$ cat config.mk
export PLATFORM = sky130hd
export DESIGN_NAME = t01_keypad_entry_ctrl_flat
export DESIGN_NICKNAME = d
export VERILOG_FILES = /design/src/rtl/t01_keypad_pkg.sv /design/src/rtl/t01_keypad_entry_ctrl_if.sv /design/src/rtl/t01_scan_divider.sv /design/src/rtl/t01_keypad_entry_ctrl.sv /design/src/flat_wrapper.sv
export SDC_FILE = /design/constraint.sdc
export NUM_CORES = 1
export LEC_CHECK = 0
export ABC_AREA = 0
export CAP_MARGIN = 25
export CORE_MARGIN = 2
export CORE_UTILIZATION = 50
export DETAILED_ROUTE_END_ITERATION = 16
export GPL_TIMING_DRIVEN = 1
export PLACE_DENSITY = 0.69
export SLEW_MARGIN = 10
export SYNTH_ARGS = -nofsm -noshare
export SYNTH_HDL_FRONTEND = slang
export SYNTH_SLANG_ARGS = --single-unit
$ cat constraint.sdc
create_clock -name clk -period 3.7 [get_ports clk]
set_input_delay 0.555 -clock clk [delete_from_list [all_inputs] [get_ports clk]]
set_output_delay 0.555 -clock clk [all_outputs]
set_load 0.005 [all_outputs]
$ cat src/rtl/t01_keypad_pkg.sv
// Shared types and constants for the keypad entry controller.
//   state_e   : controller state (COLLECT gathers keys, SEND streams the entry)
//   KEY_*     : ASCII codes with special meaning to the edit rules
package t01_keypad_pkg;

    typedef enum logic {
        COLLECT = 1'b0,
        SEND    = 1'b1
    } state_e;

    localparam logic [7:0] KEY_ENTER = 8'h23;  // '#'
    localparam logic [7:0] KEY_BKSP  = 8'h2A;  // '*'
    localparam logic [7:0] KEY_NONE  = 8'h00;  // unrecognised scan code

endpackage

$ cat src/rtl/t01_keypad_entry_ctrl_if.sv
// Byte stream from the entry controller to the downstream consumer.
//   out_valid : byte available
//   out_data  : entry byte, first-typed first
//   out_last  : final byte of the entry
//   out_ready : consumer accepts the byte
// master = controller side, slave = consumer side.
interface t01_keypad_entry_ctrl_if;
    logic       out_valid;
    logic [7:0] out_data;
    logic       out_last;
    logic       out_ready;

    modport master (output out_valid, output out_data, output out_last, input out_ready);
    modport slave  (input out_valid, input out_data, input out_last, output out_ready);
endinterface

$ cat src/rtl/t01_scan_divider.sv
// Free-running divider pacing the keypad scanner's column advance.
//   clk   : system clock
//   nRST  : asynchronous active-low reset
//   pulse : one-cycle pulse every DIV cycles, high while the count is DIV-1
module t01_scan_divider #(
    parameter int DIV = 1000
) (
    input  logic clk,
    input  logic nRST,
    output logic pulse
);
    localparam int CW = (DIV > 1) ? $clog2(DIV) : 1;

    logic [CW-1:0] cnt_r;
    logic          pulse_r;

    // Count 0..DIV-1 and register the pulse so it lines up with count == DIV-1.
    always_ff @(posedge clk or negedge nRST) begin
        if (!nRST) begin
            cnt_r   <= '0;
            pulse_r <= 1'b0;
        end else begin
            if (cnt_r == CW'(DIV - 1)) begin
                cnt_r <= '0;
            end else begin
                cnt_r <= cnt_r + CW'(1);
            end
            pulse_r <= (cnt_r == CW'(DIV - 2));
        end
    end

    assign pulse = pulse_r;

endmodule

$ cat src/rtl/t01_keypad_entry_ctrl.sv
// Keypad entry controller: paces the scanner, assembles keypresses into an
// entry with backspace ('*') and enter ('#'), discards idle entries, and
// streams a committed entry byte by byte to the consumer.
//   clk, nRST  : clock, asynchronous active-low reset
//   scan_en    : one-cycle scanner column-advance pulse
//   key_valid  : keypress strobe, key_data = ASCII (0 = unrecognised)
//   clear      : synchronous abort of the current entry (any state)
//   out_if     : valid/ready byte stream with last flag (master side)
//   busy       : high while streaming
//   entry_len  : registered character count
//   overflow   : pulse, key rejected because the buffer is full
//   dropped    : pulse, key arrived while streaming or together with clear
//   timed_out  : pulse, entry discarded after TIMEOUT idle cycles
module t01_keypad_entry_ctrl
    import t01_keypad_pkg::*;
#(
    parameter int SCAN_DIV = 1000,
    parameter int MAX_LEN  = 8,
    parameter int TIMEOUT  = 5000000
) (
    input  logic                           clk,
    input  logic                           nRST,
    output logic                           scan_en,
    input  logic                           key_valid,
    input  logic [7:0]                     key_data,
    input  logic                           clear,
    t01_keypad_entry_ctrl_if.master        out_if,
    output logic                           busy,
    output logic [$clog2(MAX_LEN+1)-1:0]   entry_len,
    output logic                           overflow,
    output logic                           dropped,
    output logic                           timed_out
);
    localparam int LW = $clog2(MAX_LEN + 1);
    localparam int PW = $clog2(MAX_LEN);
    localparam int TW = (TIMEOUT > 1) ? $clog2(TIMEOUT) : 1;
    localparam logic [PW-1:0] PTR_ZERO = '0;

    state_e        state_r;
    logic [LW-1:0] len_r;
    logic [PW-1:0] rd_ptr_r;
    logic [TW-1:0] idle_r;
    logic [7:0]    buf_r [MAX_LEN];
    logic          out_valid_r;
    logic [7:0]    out_data_r;
    logic          out_last_r;
    logic          busy_r;
    logic          overflow_r;
    logic          dropped_r;
    logic          timed_out_r;

    logic [PW-1:0] rd_nxt_s;
    logic          nxt_is_last_s;

    t01_scan_divider #(.DIV(SCAN_DIV)) u_scan_div (
        .clk   (clk),
        .nRST  (nRST),
        .pulse (scan_en)
    );

    // Stream bytes are registered, so precompute the byte following the current one.
    assign rd_nxt_s      = rd_ptr_r + PW'(1);
    assign nxt_is_last_s = ((LW+1)'(rd_ptr_r) + (LW+1)'(2)) == (LW+1)'(len_r);

    // Controller FSM: edit rules, idle timer and stream handshake, all outputs registered.
    always_ff @(posedge clk or negedge nRST) begin
        if (!nRST) begin
            state_r     <= COLLECT;
            len_r       <= '0;
            rd_ptr_r    <= '0;
            idle_r      <= '0;
            out_valid_r <= 1'b0;
            out_data_r  <= 8'h00;
            out_last_r  <= 1'b0;
            busy_r      <= 1'b0;
            overflow_r  <= 1'b0;
            dropped_r   <= 1'b0;
            timed_out_r <= 1'b0;
            for (int i = 0; i < MAX_LEN; i++) begin
                buf_r[i] <= 8'h00;
            end
        end else begin
            overflow_r  <= 1'b0;
            dropped_r   <= 1'b0;
            timed_out_r <= 1'b0;
            if (clear) begin
                // Abort wins over everything, including a coincident key.
                state_r     <= COLLECT;
                len_r       <= '0;
                rd_ptr_r    <= '0;
                idle_r      <= '0;
                out_valid_r <= 1'b0;
                out_data_r  <= 8'h00;
                out_last_r  <= 1'b0;
                busy_r      <= 1'b0;
                dropped_r   <= key_valid;
            end else begin
                case (state_r)
                    COLLECT: begin
                        if (key_valid) begin
                            // Any key restarts the idle timer, even on the timeout cycle.
                            idle_r <= '0;
                            if (key_data == KEY_BKSP) begin
                                if (len_r != '0) begin
                                    len_r <= len_r - LW'(1);
                                end
                            end else if (key_data == KEY_ENTER) begin
                                if (len_r != '0) begin
                                    state_r     <= SEND;
                                    rd_ptr_r    <= '0;
                                    out_valid_r <= 1'b1;
                                    busy_r      <= 1'b1;
                                    out_data_r  <= buf_r[PTR_ZERO];
                                    out_last_r  <= (len_r == LW'(1));
                                end
                            end else if (key_data != KEY_NONE) begin
                                if (len_r < LW'(MAX_LEN)) begin
                                    buf_r[len_r[PW-1:0]] <= key_data;
                                    len_r                <= len_r + LW'(1);
                                end else begin
                                    overflow_r <= 1'b1;
                                end
                            end
                        end else if (len_r == '0) begin
                            idle_r <= '0;
                        end else if (idle_r == TW'(TIMEOUT - 1)) begin
                            len_r       <= '0;
                            idle_r      <= '0;
                            timed_out_r <= 1'b1;
                        end else begin
                            idle_r <= idle_r + TW'(1);
                        end
                    end
                    SEND: begin
                        idle_r    <= '0;
                        dropped_r <= key_valid;
                        if (out_if.out_ready) begin
                            if (out_last_r) begin
                                state_r     <= COLLECT;
                                len_r       <= '0;
                                rd_ptr_r    <= '0;
                                out_valid_r <= 1'b0;
                                out_data_r  <= 8'h00;
                                out_last_r  <= 1'b0;
                                busy_r      <= 1'b0;
                            end else begin
                                rd_ptr_r   <= rd_nxt_s;
                                out_data_r <= buf_r[rd_nxt_s];
                                out_last_r <= nxt_is_last_s;
                            end
                        end
                    end
                    default: begin
                        state_r     <= COLLECT;
                        out_valid_r <= 1'b0;
                        busy_r      <= 1'b0;
                    end
                endcase
            end
        end
    end

    assign out_if.out_valid = out_valid_r;
    assign out_if.out_data  = out_data_r;
    assign out_if.out_last  = out_last_r;
    assign busy             = busy_r;
    assign entry_len        = len_r;
    assign overflow         = overflow_r;
    assign dropped          = dropped_r;
    assign timed_out        = timed_out_r;

endmodule

$ cat src/flat_wrapper.sv
// flat-port wrapper written by rule: the top's interface ports become plain ports
module t01_keypad_entry_ctrl_flat import t01_keypad_pkg::*;
#(
    parameter int SCAN_DIV = 1000,
    parameter int MAX_LEN  = 8,
    parameter int TIMEOUT  = 5000000
)
  (clk, nRST, scan_en, key_valid, key_data, clear, busy, entry_len, overflow, dropped, timed_out, out_if_out_valid, out_if_out_data, out_if_out_last, out_if_out_ready);
  t01_keypad_entry_ctrl_if out_if_i ();
  input  logic clk;
  input  logic nRST;
  output logic scan_en;
  input  logic key_valid;
  input  logic [7:0] key_data;
  input  logic clear;
  output logic busy;
  output logic [$clog2(MAX_LEN+1)-1:0] entry_len;
  output logic overflow;
  output logic dropped;
  output logic timed_out;
  output wire logic [$bits(out_if_i.out_valid)-1:0] out_if_out_valid;
  output wire logic [$bits(out_if_i.out_data)-1:0] out_if_out_data;
  output wire logic [$bits(out_if_i.out_last)-1:0] out_if_out_last;
  input wire logic [$bits(out_if_i.out_ready)-1:0] out_if_out_ready;
  assign out_if_out_valid = out_if_i.out_valid;
  assign out_if_out_data = out_if_i.out_data;
  assign out_if_out_last = out_if_i.out_last;
  assign out_if_i.out_ready = out_if_out_ready;
  t01_keypad_entry_ctrl #(.SCAN_DIV(SCAN_DIV), .MAX_LEN(MAX_LEN), .TIMEOUT(TIMEOUT)) u_core (.clk(clk), .nRST(nRST), .scan_en(scan_en), .key_valid(key_valid), .key_data(key_data), .clear(clear), .out_if(out_if_i), .busy(busy), .entry_len(entry_len), .overflow(overflow), .dropped(dropped), .timed_out(timed_out));
endmodule
### Yosys cells after proc, flatten, opt, wreduce, memory -nomap -nowiden

Index checks and enable logic that the tools add are counted.

| operators by class | value |
|---|---|
| $add $sub $neg | 6 |
| multiplexer cells | 78 |
| $lt $le $gt $ge | 4 |
| reductions and logical operators | 8 |
| bitwise logic cells | 6 |
| eq/ne operators | 19 |

Operators with widths:

| kind | number |
|---|---|
| 2-to-1 mux 23 bit | 4 |
| 2-to-1 mux 8 bit | 10 |
| bitwise mux 64 bit | 1 |
| case mux 23 bit (2 select lines) | 1 |
| 2-to-1 mux 4 bit | 11 |
| 2-to-1 mux 1 bit | 35 |
| binary-select mux 8 bit (select 3 bit) | 1 |
| demux 8 bit (select 3 bit) | 1 |
| adder 23 x 1 -> 23 bit (second input constant) | 1 |
| == test 23 bit (second input constant) | 1 |
| 2-to-1 mux 3 bit | 7 |
| == test 10 bit (second input constant) | 2 |
| == test 8 x 6 -> 1 bit (second input constant) | 2 |
| case mux 8 bit (2 select lines) | 1 |
| inequality test 3 bit (second input constant) | 4 |
| adder 10 x 1 -> 10 bit (second input constant) | 1 |
| 2-to-1 mux 10 bit | 1 |
| inequality test 5 x 3 -> 1 bit (second input constant) | 2 |
| greater-or-equal comparator 4 bit (second input constant) | 2 |
| NOT 3 -> 4 bit | 2 |
| case mux 4 bit (2 select lines) | 1 |
| AND reduction 8 bit | 1 |
| nonzero test 8 bit | 1 |
| AND reduction 7 bit | 1 |
| other kinds (21) | 27 |

| word-level totals | value |
|---|---|
| output and inout port bits | 19 |
| logic and storage cells | 141 |
| bits of input ports | 13 |
| register bits after elaboration | 119 |

### Logic depth before layout (Yosys ltp)

Gate-level depths: netlist of the first run.

| depth | value |
|---|---|
| depth in word-level cells | 9 |
| depth in mapped cells | 9 |
| depth with buffers taken out | 7 |

### Cells and area by module

A second synthesis of the first run with hierarchy kept.

| unflattened totals | value |
|---|---|
| cells, all modules | 463 |
| area total of the unflattened synthesis | 5,823.1 um^2 |

By module, submodules not included:

| module | instances | area each (um^2) | cells an instance |
|---|---|---|---|
| t01_keypad_entry_ctrl | 1 | 5,281.3 | 410 |
| t01_scan_divider | 1 | 541.8 | 53 |

### Least setup slack after synthesis of the first run

No wires, ideal clock.

| timing path | value |
|---|---|
| kind | flip-flop to flip-flop |
| from | register u_core.len_r[1], in the netlist u_core.entry_len[1] |
| to | register u_core.rd_ptr_r[1] |
| slack | 1.550 ns |
| stages on the path, launching flop included | 9 |
| period minus slack after synthesis | 2.150 ns |
| data arrival time | 2.025 ns |
| cells stage by stage | dfrtp_1 clkbuf_1 inv_1 ha_1 nor3b_1 nor2b_1 a41o_1 buf_4 mux2_2 |

| between the ends | value |
|---|---|
| word-level cells in the longest chain between the ends | 3 |

RTL lines:

| element | line | text |
|---|---|---|
| from (decl) | t01_keypad_entry_ctrl.sv:40 | `logic [LW-1:0] len_r;` |
| from (signal assigned) | t01_keypad_entry_ctrl.sv:105 | `len_r <= len_r - LW'(1);` |
| from (signal assigned) | t01_keypad_entry_ctrl.sv:119 | `len_r <= len_r + LW'(1);` |
| nonzero test 4 bit | t01_keypad_entry_ctrl.sv:108 | `if (len_r != '0) begin` |
| inequality test 3 x 2 -> 1 bit (no line) | -- |  |
| AND reduction 5 bit (no line) | -- |  |
| to (signal assigned) | t01_keypad_entry_ctrl.sv:147 | `rd_ptr_r <= rd_nxt_s;` |
| to (decl) | t01_keypad_entry_ctrl.sv:41 | `logic [PW-1:0] rd_ptr_r;` |

Every way passes these cells.
A chain may end at the register's enable or synchronous reset.

### Worst setup path in the final report of the first run

| timing path | value |
|---|---|
| from | input key_data[1] |
| to | register u_core.buf_r[0] in the netlist's numbering |

| between the ends | value |
|---|---|
| word-level cells in the longest chain between the ends | 3 |
| elaborated cells between the ends (all ways) | 6 |

RTL lines:

| element | line | text |
|---|---|---|
| from (decl) | flat_wrapper.sv:14 | `input logic [7:0] key_data;` |
| == test 8 x 6 -> 1 bit (on tied branches) | t01_keypad_entry_ctrl.sv:103, t01_keypad_entry_ctrl.sv:107 |  |
| NOT 1 bit (no line) | -- |  |
| AND reduction 7 bit (no line) (*) | -- |  |
| to (signal, indexed assignment) | t01_keypad_entry_ctrl.sv:118 | `buf_r[len_r[PW-1:0]] <= key_data;` |
| to (decl) | t01_keypad_entry_ctrl.sv:43 | `logic [7:0] buf_r [MAX_LEN];` |

Mark *: on every way between the ends. The rest lies on a longest branch, timed or not.

==> summary.md, run 1 <==
| Metric | Value |
|---|---|
| Die area | `0.01238 mm^2` |
| Area growth syn-to-layout | `18.74%` |
| Reg power frac | `0.417` |
| Mapped Cells | `468` |
| Netlist cell types | `53` |
| Core area | `0.01132 mm^2` |
| Port bufs | `31` |
| Final setup viols | `0` |
| Vias in the first global route | `3910` |
| Layout cells sized above 1 | `0.2456` |
| Static leakage | `2.978 nW` |
| Async S/R FF share, synth | `1.000` |
| Post-layout min period | `2.675 ns` |
| Worst-path clk slew | `0.05 ns` |
| Internal | `2.848 mW` |
| DRC Markers | `0` |
| FF+latch count, synth | `119` |
| Setup Buffers After CTS | `0` |
| CTS Sinks | `119` |
| Routed wire length per instance | `17.80 um` |
| CTS tree | `yes` |
| Initial core utilization | `0.5083` |
| Status | `completed` |
| Clock share of power | `0.495` |
| Max Cap Viol | `0` |
| Io pins | `32` |
| Cell area power density | `530.2 mW/mm^2` |
| Worst setup path startpoint | `key_data[1]` |
| Initial antenna violation count | `0` |
| Mapped cell area | `0.005754 mm^2` |
| Setup TNS | `0 ns` |
| Worst r2r src | `u_core.entry_len[0]` |
| Yosys top cell area share | `0.5175` |
| Register area share after synthesis | `0.5175` |
| RSZ-0062 raised after global routing | `no` |
| Largest cells by area after synthesis | `dfrtp_1, mux2_2, mux4_2` |
| Grt ovf | `0` |
| Slew @ Worst Pin | `0.8930 ns` |
| Root Buffer | `clkbuf_16` |
| Hold_buf cts | `0` |
| # diodes | `0` |
| Via density | `5.752` |
| Setup crit start kind | `input port` |
| Width of the chip | `111.3 um` |
| Worst Setup Path Type | `input port to flip-flop` |
| Number of antenna-violating nets in the routed design | `0` |
| Max clock buf depth | `2` |
| Die Ht | `111.3 um` |
| HP Class | `input port to asynchronous set/reset pin` |
| Final hold viol count | `0` |
| Final Util | `0.6036` |
| Drt first pass iters | `4` |
| Peak supply drop | `0.2879 mV` |
| Ys Warns | `0` |
| Switching component of the power | `775.1 uW` |
| CTS resizes | `0` |
| Syn_nets | `490` |
| Final Max Tran Viols | `0` |
| Rel. slew slack | `0.3992` |
| CP max FO | `11` |
| Gpl congestion | `0.8475` |
| Worst Path Required | `3.99 ns` |
| Crit end category | `flip-flop` |
| Largest net degree at the start of global routing | `59` |
| Period utilization | `0.7230` |
| Fmax | `0.3738 GHz` |
| Worst skew pair latency | `0.41 ns` |
| Sw frac | `0.2139` |
| Main synth FF type | `dfrtp_1` |
| Gr usage total | `0.2099` |
| Initial DRC count | `269` |
| Worst EP arrival | `2.97 ns` |
| Via count | `3796` |
| Combinational Power Share | `0.088` |
| Final HPWL DP | `7837 um` |
| Post-Route WL | `11750 um` |
| Num CTS Buffers | `17` |
| Nets | `526` |
| First-pass GRT wire length | `20360 um` |
| Synthesized area per cell | `12.30 um^2` |
| Num rows | `39` |
| Number of synthesized flops with an enable pin | `0` |
| H-Tree Depth | `4` |
| Setup Skew | `0.005017 ns` |
| Most area-hungry cell type in the Yosys netlist | `dfrtp_1` |
-- cells in the mapped netlist (all sizes together), types with 9 or more instances --
cell type,instances
dfrtp,119
mux2,68
nor2,52
nand2,25
xor2,22
nand3,19
mux4,16
buf,13
xnor2,11
a31oi,9
and3,9
ha,9
nand4,9
-- routing by layer --
| metal | GRT usage | routed length, um |
|---|---|---|
| met4 | 0.08230 | 204 |
| met2 | 0.3224 | 5672 |
| met5 | 0 | 0 |
| met3 | 0.04921 | 367 |
| met1 | 0.2921 | 5503 |
-- cell type report --
| cell class | instances | area (um^2) |
|---|---|---|
| flip-flops and latches | 119 | 2978 |
| inverters | 7 | 26.28 |
| multi-input cells | 321 | 2648 |
| clock inverters | 7 | 166.4 |
| fillers | 899 | 4488 |
| repair buffers | 38 | 360.3 |
| well taps | 143 | 178.9 |
| clock buffers | 25 | 475.5 |
-- power by group through the flow --
stage	clock network (mW)	registers [mW]	logic, mW
detailed placement	0	1.53	0.322
finish	1.79	1.51	0.319
CTS	1.82	1.51	0.324
floorplan	0	1.50	0.210
global route	1.89	1.53	0.351
global placement	0	1.52	0.311
-- state kept, by name (all words and copies together), names as in the netlist --
register                 flops
u_core.out_if.out_data       8
u_core.buf_r                64
u_core.timed_out             1
u_core.out_if.out_last       1
u_core.out_if.out_valid      1
u_core.u_scan_div.pulse      1
u_core.rd_ptr_r              3
u_core.dropped               1
u_core.overflow              1
u_core.u_scan_div.cnt_r     10
u_core.entry_len             4
u_core.state_r               1
u_core.idle_r               23
-- layout by cell type (no fill, tap or decap), types with 5 or more instances in the layout --
cell type        netlist  layout
nor2_1                52      52
buf_4                  2       8
and3_1                 9       9
dfrtp_1              119     119
nor2b_1                7       7
mux4_2                16      16
a22oi_1                8       8
or3_1                  5       5
inv_1                  7       7
mux2_2                68      68
clkdlybuf4s50_1        0      30
nand2_1               25      25
o21ai_0                5       5
xor2_1                22      22
ha_1                   9       9
xnor2_1               11      11
clkbuf_1               8       6
bufinv_16              0       5
clkbuf_16              0      17
nand3_1               18      18
a21oi_1                5       5
nand4_1                9       9
a31oi_1                9       9
-- stage by stage --
step           instance area (um^2)  setup slack [ns]  power [mW]  std cells  hold slack [ns]
2_1_floorplan                  5754             1.550       1.710        468           0.2594
3_3_place_gp                   6191            0.6777       1.832        628           0.4607
3_5_place_dp                   6191            0.5906       1.853        628           0.4713
4_1_cts                        6833             1.038       3.655        660           0.2210
5_1_grt                        6833            0.8960       3.764        660           0.2457
6_report                       6833             1.025       3.623        660           0.1966
-- logic make-up (layout without fill, tap and decap cells) --
group | Yosys count | in the layout | synth area share
and+or+nand+nor | 153 | 153 | 0.1394
buffers and inverters | 28 | 77 | 0.02240
xor gates and xnor gates | 33 | 33 | 0.05023
adders and majority gates | 9 | 9 | 0.01957
AOI/OAI and AO/OA | 40 | 40 | 0.05175
DFF | 119 | 119 | 0.5175
muxes | 86 | 86 | 0.1992
-- worst max-delay path, stage by stage --
cell and delay, ns:
clkdlybuf4s50_1 0.73, nor4_1 0.13, o21bai_1 0.24, a21oi_2 0.28, nor4b_4 0.62, mux2_2 0.41
-- path summary, 6_finish.rpt --
path	end	slack, ns	depth (start not counted)
min in group clk	u_core.u_scan_div.cnt_r[0]	0.47	1
worst max register to register	u_core.rd_ptr_r[2]	1.17	7
max in group asynchronous	u_core.u_scan_div.cnt_r[5]	2.59	2
worst max-delay path	u_core.buf_r[0]	1.03	6
worst min-delay path	u_core.buf_r[34]	0.20	1
worst min register to register	u_core.u_scan_div.cnt_r[0]	0.47	1
Power figures use the tool's default switching activity.
==> run 2, diff against run 1 <==
--- a/config.mk
+++ b/config.mk
@@ -11,7 +11,7 @@
 export CORE_UTILIZATION = 50
 export DETAILED_ROUTE_END_ITERATION = 16
 export GPL_TIMING_DRIVEN = 1
-export PLACE_DENSITY = 0.69
+export PLACE_DENSITY = 0.71
 export SLEW_MARGIN = 10
 export SYNTH_ARGS = -nofsm -noshare
 export SYNTH_HDL_FRONTEND = slang
==> constraint.sdc (replaced) <==
create_clock -name clk -period 2.23 [get_ports clk]
set_input_delay 0.3345 -clock clk [delete_from_list [all_inputs] [get_ports clk]]
set_output_delay 0.3345 -clock clk [all_outputs]
set_load 0.005 [all_outputs]
==> summary.md, run 2 (synthesis gave the netlist of run 1 again) <==
| Metric | Value |
|---|---|
| Io pins | `32 (unchanged)` |
| Tot Pwr | `6.167 mW (+70%)` |
| Static leakage | `3.258 nW (+9.4%)` |
| First-pass GRT wire length | `21020 um (+3.3%)` |
| Post-layout min period | `2.057 ns` |
| Worst-path clk slew | `0.05 ns (about the same)` |
| Die area | `0.01238 mm^2 (unchanged)` |
| Period utilization | `0.9223` |
| Drt first pass iters | `4 (unchanged)` |
| Finished layout cell area | `0.007291 mm^2 (+6.7%)` |
| # diodes | `0 (unchanged)` |
| Gpl congestion | `0.7992 (-5.7%)` |
| Slew @ Worst Pin | `0.6230 ns (-0.2700 ns)` |
| Grt ovf | `0 (unchanged)` |
| Number of antenna-violating nets in the routed design | `0 (unchanged)` |
| Max clock buf depth | `2 (unchanged)` |
| Peak supply drop | `0.6162 mV (+110%)` |
| Slowest-stage cell, CP | `a221o_1` |
| HP Class | `input port to asynchronous set/reset pin` |
| Status | `completed` |
| Setup Skew | `0.007309 ns (+0.002292 ns)` |
| Layout cells sized above 1 | `0.3131 (+0.06741)` |
| Core area | `0.01132 mm^2 (unchanged)` |
| Largest net degree at the start of global routing | `46 (-22%)` |
| Fin Hold WS | `0.4868 ns (+0.2903 ns)` |
| Final setup viols | `0 (unchanged)` |
| Via count | `3942 (+3.8%)` |
| Crit end category | `flip-flop` |
| Max Cap Viol | `0 (unchanged)` |
| Fmax | `0.4862 GHz` |
| Worst EP arrival | `2.34 ns (-0.63 ns)` |
| CP max FO | `4 (-7)` |
| Worst Path Required | `2.52 ns (-1.47 ns)` |
| Port bufs | `31 (unchanged)` |
| Setup Buffers After CTS | `0 (unchanged)` |
| Initial antenna violation count | `0 (unchanged)` |
| Width of the chip | `111.3 um (unchanged)` |
| Via density | `5.615 (-2.4%)` |
| Setup crit start kind | `flip-flop` |
| H-Tree Depth | `4 (unchanged)` |
| Commonest non-fill, non-tap cell in the layout | `dfrtp_1` |
| CTS tree | `yes` |
| Worst setup path startpoint | `u_core.idle_r[1]` |
| Setup TNS | `0 ns (unchanged)` |
| Root Buffer | `clkbuf_16` |
| Final hold viol count | `0 (unchanged)` |
| Final HPWL DP | `8304 um (+5.9%)` |
| Worst r2r src | `u_core.idle_r[1]` |
| Biggest regs | `u_core.buf_r (64), u_core.idle_r (23), u_core.u_scan_div.cnt_r (10)` |
| Worst Setup Path Type | `flip-flop to flip-flop` |
| Cell area power density | `845.9 mW/mm^2 (+60%)` |
| Rel. slew slack | `0.5847 (+0.1855)` |
| Routed wire length per instance | `17.46 um (-1.9%)` |
| Gr usage total | `0.2155 (+0.005515)` |
| Num CTS Buffers | `17 (unchanged)` |
| Max reg flops | `64 (unchanged)` |
| CP Cell Sequence | `ha_1 > nand4_1 > or2_2 > o41ai_2 > nand3b_1 > a221o_1` |
| DRC Markers | `0 (unchanged)` |
| RSZ-0062 raised after global routing | `no` |
| Vias in the first global route | `4228 (+8.1%)` |
| Delay of the slowest critical-path stage | `0.39 ns (-0.34 ns)` |
| Placed cell areas | `0.006586 mm^2 (+6.4%)` |
| Area growth syn-to-layout | `26.70%` |
| Num rows | `39 (unchanged)` |
| Commonest non-fill, non-tap cells in the layout | `dfrtp_1, mux2_2, nor2_1` |
| Worst skew pair latency | `0.41 ns (about the same)` |
| Initial core utilization | `0.5083 (unchanged)` |
| Post-Route WL | `12260 um (+4.3%)` |
| Nets | `568 (+8.0%)` |
| Initial DRC count | `270 (+0.37%)` |
| Final Util | `0.6440 (+0.04045)` |
| Die Ht | `111.3 um (unchanged)` |
| Largest reg by FF count | `u_core.buf_r` |
| Final Max Tran Viols | `0 (unchanged)` |
| CTS Sinks | `119 (unchanged)` |
## run 2: cell types whose count changed in the layout (fill, tap and decap cells not counted), moves of 5 or more
cell and change:
buf_4 +34, clkbuf_8 +7, clkbuf_1 -5, buf_12 +7
## run 2: per-stage QoR
| step | setup slack [ns] | std cells |
|---|---|---|
| after global routing | 0.06691 | 702 |
| final | 0.1733 | 702 |
| after global placement | -0.1968 | 669 |
| after detailed placement | -0.2168 | 669 |
| after floorplan | 0.08023 | 468 |
| after CTS | 0.08058 | 702 |
## run 2: layer usage
layer  track usage  share of wire  wire [um]
met1        0.2803           0.45       5552
met2        0.3516           0.50       6147
met3       0.05631          0.035        423
met4       0.07654          0.011        132
met5             0              0          0
## run 2: final timing paths
check	end	slack, ns	cells after the start
max	u_core.entry_len[3]	0.17	6
min	u_core.buf_r[60]	0.49	2
max reg2reg	u_core.entry_len[3]	0.17	6
min reg2reg	u_core.u_scan_div.cnt_r[0]	0.49	1
max in group asynchronous	u_core.buf_r[12]	1.12	3
min in group clk	u_core.u_scan_div.cnt_r[0]	0.49	1
## run 2: final cells by class
| cell class | instances | area [um^2] |
|---|---|---|
| fillers | 838 | 4030 |
| inverters | 7 | 26.28 |
| clock inverters | 5 | 128.9 |
| repair buffers | 80 | 765.7 |
| flip-flops and latches | 119 | 2978 |
| multi-input cells | 321 | 2660 |
| well taps | 143 | 178.9 |
| clock buffers | 27 | 553.0 |
## run 2: critical path: cells and delay by family (launching register included)
| kind | cells | cell delay, ns |
|---|---|---|
| AO/OA/AOI/OAI | 2 | 0.73 |
| AND/OR/NAND/NOR | 3 | 0.65 |
| flip-flops | 1 | 0.36 |
| adder cells (fa/ha/maj) | 1 | 0.20 |
## run 2: power by group
| part | internal (mW) | switching, mW | total [mW] |
|---|---|---|---|
| clock network | 2.14 | 0.928 | 3.07 |
| logic | 0.354 | 0.249 | 0.603 |
| registers | 2.37 | 0.120 | 2.49 |
## run 2: what timing repair did
item / CTS / global route
gates resized for setup: 0 / 2
endpoints found under the setup margin: 0 / 5
endpoints found under the hold margin: 42 / 0
hold buffers: 1 / 0
